### src/rtl/cfg_loader_pkg.sv
// Shared types and frame-length helper for the serial configuration loader.
// CFG_LOADER_PARITY_EN adds one trailing even-parity bit to every frame.
package cfg_loader_pkg;

  typedef enum logic [1:0] {
    IDLE   = 2'd0,
    SHIFT  = 2'd1,
    COMMIT = 2'd2
  } cfg_state_t;

  function automatic int frame_len(input int width);
`ifdef CFG_LOADER_PARITY_EN
    return width + 1;
`else
    return width;
`endif
  endfunction

endpackage

### src/rtl/cfg_shreg.sv
// Frame-wide serial-in shift register; i_start restarts a frame with the first bit.
// With CFG_LOADER_PARITY_EN a running XOR of every shifted bit is kept alongside.
module cfg_shreg
  import cfg_loader_pkg::*;
#(
  parameter int WIDTH = 16
) (
  input  logic             i_clk,
  input  logic             i_rst_n,
  input  logic             i_start,
  input  logic             i_shift,
  input  logic             i_sdi,
`ifdef CFG_LOADER_PARITY_EN
  output logic             o_parity,
`endif
  output logic [WIDTH-1:0] o_data
);

  localparam int FRAME = frame_len(WIDTH);

  logic [FRAME-1:0] r_shreg;

  always_ff @(posedge i_clk) begin
    if (!i_rst_n) begin
      r_shreg <= '0;
    end else if (i_start) begin
      r_shreg <= {{(FRAME-1){1'b0}}, i_sdi};
    end else if (i_shift) begin
      r_shreg <= {r_shreg[FRAME-2:0], i_sdi};
    end
  end

  // The data bits are the first WIDTH bits shifted in, i.e. the top of the register.
  assign o_data = r_shreg[FRAME-1 -: WIDTH];

`ifdef CFG_LOADER_PARITY_EN
  logic r_parity;

  always_ff @(posedge i_clk) begin
    if (!i_rst_n) begin
      r_parity <= 1'b0;
    end else if (i_start) begin
      r_parity <= i_sdi;
    end else if (i_shift) begin
      r_parity <= r_parity ^ i_sdi;
    end
  end

  assign o_parity = r_parity;
`endif

endmodule

### src/rtl/cfg_shift_loader.sv
// Serial configuration loader: frames SDI bits and commits them atomically to CFG.
// CFG_LOADER_PARITY_EN enables a trailing even-parity bit checked before commit.
//
//   state  | meaning
//   IDLE   | waiting for the first SEN=1 of a frame
//   SHIFT  | collecting frame bits, validates framing on first SEN=0
//   COMMIT | one cycle; CFG loads on leaving, DONE pulses with it
module cfg_shift_loader
  import cfg_loader_pkg::*;
#(
  parameter int               WIDTH     = 16,
  parameter logic [WIDTH-1:0] RESET_VAL = '0
) (
  input  logic             CLK,
  input  logic             RESET,
  input  logic             SDI,
  input  logic             SEN,
  output logic [WIDTH-1:0] CFG,
  output logic             BUSY,
  output logic             DONE,
  output logic             ERR
);

  localparam int FRAME = frame_len(WIDTH);
  localparam int CW    = $clog2(WIDTH + 3);
  localparam logic [CW-1:0] CNT_FRAME = CW'(FRAME);
  localparam logic [CW-1:0] CNT_OVER  = CW'(FRAME + 1);

  cfg_state_t       r_state;
  logic [CW-1:0]    r_count;
  logic [WIDTH-1:0] r_cfg;
  logic             r_busy;
  logic             r_done;
  logic             r_err;

  logic             w_start;
  logic             w_shift;
  logic             w_par_ok;
  logic [WIDTH-1:0] w_data;

  assign w_start = (r_state == IDLE)  && SEN;
  assign w_shift = (r_state == SHIFT) && SEN;

`ifdef CFG_LOADER_PARITY_EN
  logic w_parity;

  cfg_shreg #(.WIDTH(WIDTH)) u_shreg (
    .i_clk    (CLK),
    .i_rst_n  (RESET),
    .i_start  (w_start),
    .i_shift  (w_shift),
    .i_sdi    (SDI),
    .o_parity (w_parity),
    .o_data   (w_data)
  );

  assign w_par_ok = ~w_parity;
`else
  cfg_shreg #(.WIDTH(WIDTH)) u_shreg (
    .i_clk    (CLK),
    .i_rst_n  (RESET),
    .i_start  (w_start),
    .i_shift  (w_shift),
    .i_sdi    (SDI),
    .o_data   (w_data)
  );

  assign w_par_ok = 1'b1;
`endif

  always_ff @(posedge CLK) begin
    if (!RESET) begin
      r_state <= IDLE;
      r_count <= '0;
      r_cfg   <= RESET_VAL;
      r_busy  <= 1'b0;
      r_done  <= 1'b0;
      r_err   <= 1'b0;
    end else begin
      r_done <= 1'b0;
      case (r_state)
        IDLE: begin
          if (SEN) begin
            r_count <= CW'(1);
            r_err   <= 1'b0;
            r_busy  <= 1'b1;
            r_state <= SHIFT;
          end
        end
        SHIFT: begin
          if (SEN) begin
            // Saturate one past FRAME so any overrun stays detectable.
            if (r_count != CNT_OVER) begin
              r_count <= r_count + CW'(1);
            end
          end else if ((r_count == CNT_FRAME) && w_par_ok) begin
            r_state <= COMMIT;
          end else begin
            r_err   <= 1'b1;
            r_busy  <= 1'b0;
            r_state <= IDLE;
          end
        end
        COMMIT: begin
          r_cfg   <= w_data;
          r_done  <= 1'b1;
          r_busy  <= 1'b0;
          r_state <= IDLE;
        end
        default: begin
          r_busy  <= 1'b0;
          r_state <= IDLE;
        end
      endcase
    end
  end

  assign CFG  = r_cfg;
  assign BUSY = r_busy;
  assign DONE = r_done;
  assign ERR  = r_err;

endmodule
### config.mk
export PLATFORM = sky130hd
export DESIGN_NAME = cfg_shift_loader
export DESIGN_NICKNAME = d
export VERILOG_FILES = /design/src/rtl/cfg_loader_pkg.sv /design/src/rtl/cfg_shreg.sv /design/src/rtl/cfg_shift_loader.sv
export SDC_FILE = /design/constraint.sdc
export NUM_CORES = 1
export LEC_CHECK = 0
export CAP_MARGIN = 20
export CORE_MARGIN = 3
export CORE_UTILIZATION = 52
export CTS_CLUSTER_DIAMETER = 80
export DETAILED_ROUTE_END_ITERATION = 12
export GPL_TIMING_DRIVEN = 0
export PLACE_DENSITY = 0.77
export REMOVE_ABC_BUFFERS = 1
export SLEW_MARGIN = 10
export SYNTH_ARGS = -nofsm -noshare
export SYNTH_HDL_FRONTEND = slang
export SYNTH_SLANG_ARGS = --single-unit
export TNS_END_PERCENT = 50
### constraint.sdc
create_clock -name CLK -period 3.6 [get_ports CLK]
set_input_delay 0.9 -clock CLK [delete_from_list [all_inputs] [get_ports CLK]]
set_output_delay 0.9 -clock CLK [all_outputs]
set_load 0.005 [all_outputs]
==> summary.log <==
qor: synthesis.yosysTopAreaCellShare 52.2%
qor: clocking.cts.root.buffer_cell clkbuf_4
qor: worst_setup_path.crit_buf_inv 1
qor: final_layout.layout-drive-gt1-share 5.07%
qor: drt.postRouteAntennaNets 0
qor: grt.first_pass_grt_wire_length 5220 um
qor: clocking.hold_buffers 0
qor: drt.avgRoutedWirePerCell 12.2 um
qor: clocking.clock_input_transition_at_the_sequential_cells_of_the_worst_setup_and_hold_paths 120 ps
qor: synthesis.postSynthAreaPerCell 8.13 um2
qor: sta.report.final.setup_viol 0
qor: sta.finClkSkew 6.59 ps
qor: sta.timing_max_transition_violations_final 0
qor: worst_setup_path.setup.worst_path.end_class register
qor: clocking.number_of_buffers_between_clock_root_and_the_deepest_sink 2
qor: sta.finalSetupTns 0 ps
qor: placement.half_perimeter_wire_length_after_detailed_placement 2010 um
qor: worst_setup_path.critical_path.slowest_cell o21ai_2
qor: drt.routed-via-count 1342
qor: clocking.post_cts_resize_count 0
qor: placement.placed_cells_incl_taps 239
qor: drt.detail_route.iter0.violations 40
qor: floorplan.die_span_y 61.7 um
qor: worst_setup_path.ff2ff_path_depth 3
qor: final_layout.antenna_cells_inserted 0
qor: synthesis.synth_seq_area_share 52.2%
qor: placement.routability_driven_placement_congestion_ratio 0.840
qor: floorplan.die_footprint 3800 um2
qor: hold_path.hold_class reg -> reg
qor: worst_setup_path.timing.critical_path.arrival 2490 ps
qor: synthesis.synth_ff_type dfxtp_1
qor: worst_setup_path.worst_path_required_time 3820 ps
qor: worst_setup_path.crit_cells 4
qor: drt.routed_via_density 5.41
qor: synthesis.yosysTopAreaCell dfxtp_1
qor: synthesis.postSynthRegisterBits 42
qor: sta.fin_crit 2270 ps
qor: worst_setup_path.type_of_origin_of_the_critical_path input port
qor: worst_setup_path.crit_family compound AO/OA/AOI/OAI gates
qor: floorplan.effective_utilization_at_floorplan 56.4%
qor: sta.max_clock_freq 440 MHz
qor: worst_setup_path.worstSetupPathType in -> reg
qor: sta.report.final.hold_viol_count 0
qor: synthesis.synthesis.instances 198
qor: synthesis.synthTopCellsByArea dfxtp_1 52%, nand2_1 16%, a21oi_1 11%
qor: run.maxCapViolations 0
qor: synthesis.async_flop_share 0%
qor: worst_setup_path.critical_path_maximum_fanout 16
qor: final_layout.flow.area_growth_from_synthesis 19.6%
qor: clocking.inserted_clock_buffers 5
qor: pwr.power.leakage 0.629 nW
qor: sta.timing_worst_slew_pin_value 735 ps
qor: clocking.clk-insertion-delay-late 350 ps
qor: pwr.power.density 462 nW/um2
qor: drt.first_pass_iters 4
qor: worst_setup_path.critical_path.cell_chain clkdlybuf4s50_1 > nand2b_1 > o21ai_2 > a21oi_1
qor: drt.drt_wl_total 3030 um
qor: grt.grtUsageMet3 5.66%
qor: sta.min_period_over_period 63.1%
qor: synthesis.synth_warnings 0
qor: clocking.clock_tree_from_tritoncts done
qor: grt.grt_use_met1 23.6%
qor: floorplan.coreArea 2850 um2
qor: synthesis.synth.lib_cells_used.distinct 26
qor: grt.initial_antenna_violation_count 0
qor: pwr.power.ir.vdd_worst 310 uV
qor: clocking.h-tree-depth 2
qor: grt.grt_util_all_layers 18.7%
qor: synthesis.mappedNetlistArea 1610 um2
qor: sta.max-slew-margin-rel 50.9%
qor: clocking.cts_setup_buffers 0
qor: floorplan.ios 23
qor: final_layout.finalInstanceArea 1930 um2
qor: grt.grt_pass1_vias 1207
qor: grt.top_usage_layer met2
qor: grt.globalRouteOverflowTotal 0
qor: final_layout.stdcell_count 248
qor: floorplan.floorplan.die.width 61.7 um
qor: drt.drt_drc_violations_left 0
qor: hold_path.whs_path_depth 2
qor: run_status.run_status completed
qor: synthesis.synth-edff-count 0
qor: sta.grt_setup_unrepaired no
qor: worst_setup_path.slowest_delay 610 ps
qor: final_layout.num-nets-final 223
qor: placement.io_buffer_count 22
qor: grt.use_met2 29.7%
qor: grt.pin_count_of_the_biggest_net_entering_global_routing 24
qor: floorplan.placementRows 19
qor: clocking.tritoncts_num_sinks 42
qor: placement.placedInstanceArea 1810 um2
[Yosys cell counts (3+ instances only)]
master and n:
nand2_1 67, inv_1 5, nand3_1 4, nor2_1 3, dfxtp_1 42, ha_1 3, nand2b_1 3, nor2b_1 3
o21ai_0 3, buf_2 7, a21oi_1 37
[cell type report]
| cell class | count | area, um2 |
|---|---|---|
| clock inverter | 2 | 60.1 |
| multi-input combinational | 139 | 688 |
| clock buffer | 6 | 51.3 |
| tap | 31 | 38.8 |
| fill | 247 | 927 |
| inverter | 5 | 18.8 |
| sequential | 42 | 841 |
| timing repair buffer | 23 | 228 |
[cells in the final DEF (no fill, tap or decap), types with 2 or more instances in the layout]
master            n
a21oi_1          37
a311oi_1          2
a31oi_1           2
bufinv_16         2
clkbuf_4          5
clkdlybuf4s50_1  22
dfxtp_1          42
ha_1              3
inv_1             5
nand2_1          67
nand2b_1          3
nand3_1           4
nor2_1            3
nor2b_1           3
nor4_1            2
o21ai_0           3
or4_1             2
[through the flow]
step           setup slack, ps  hold WS [ps]  utilization [%]  total power [mW]
2_1_floorplan             1810           432                -             0.501
3_3_place_gp               997           442             63.3             0.514
3_5_place_dp               927           446             63.3             0.516
4_1_cts                   1330           462             67.2             0.895
5_1_grt                   1150           478             67.5             0.916
6_report                  1330           461             67.5             0.890
[routing by layer]
metal  routed length, um  part of all wire, %
met1                1450                   48
met2                1390                   46
met3                 164                  5.4
met4                  33                  1.1
met5                   0                    0
[worst register-to-register path, cell delays in order, from the launching register on]
cell	delay [ps]
dfxtp_1	620
inv_1	170
or4_1	560
a31oi_1	170
[registers in the layout, indices dropped and copies added, names as in the netlist]
name / flops
ERR: 1
r_state: 2
u_shreg.o_data: 16
BUSY: 1
CFG: 16
DONE: 1
r_count: 5
[logic make-up (layout without fill, tap and decap cells)]
family          Yosys count  in the layout  synth area share, %
compound gates           45             45                 14.8
fa+ha+maj                 3              3                 2.33
buf+inv                  17             36                 5.05
flops                    42             42                 52.2
simple gates             91             91                 25.6
[worst paths after layout]
| path | endpoint | from | slack, ps |
|---|---|---|---|
| max reg2reg | r_count[3] | r_state[0] | 2010 |
| min | CFG[7] | CFG[7] | 460 |
| min reg2reg | CFG[7] | CFG[7] | 460 |
| max | u_shreg.o_data[13] | SEN | 1330 |
[report_power, final]
| part | total [mW] | internal, mW | leakage (nW) | switching [mW] |
|---|---|---|---|---|
| combinational | 0.0320 | 0.0111 | 0.232 | 0.0210 |
| sequential | 0.473 | 0.468 | 0.339 | 0.00503 |
| clock | 0.384 | 0.235 | 0.0585 | 0.149 |
| total | 0.890 | 0.715 | 0.629 | 0.175 |
(Power assumes the default switching activity.)
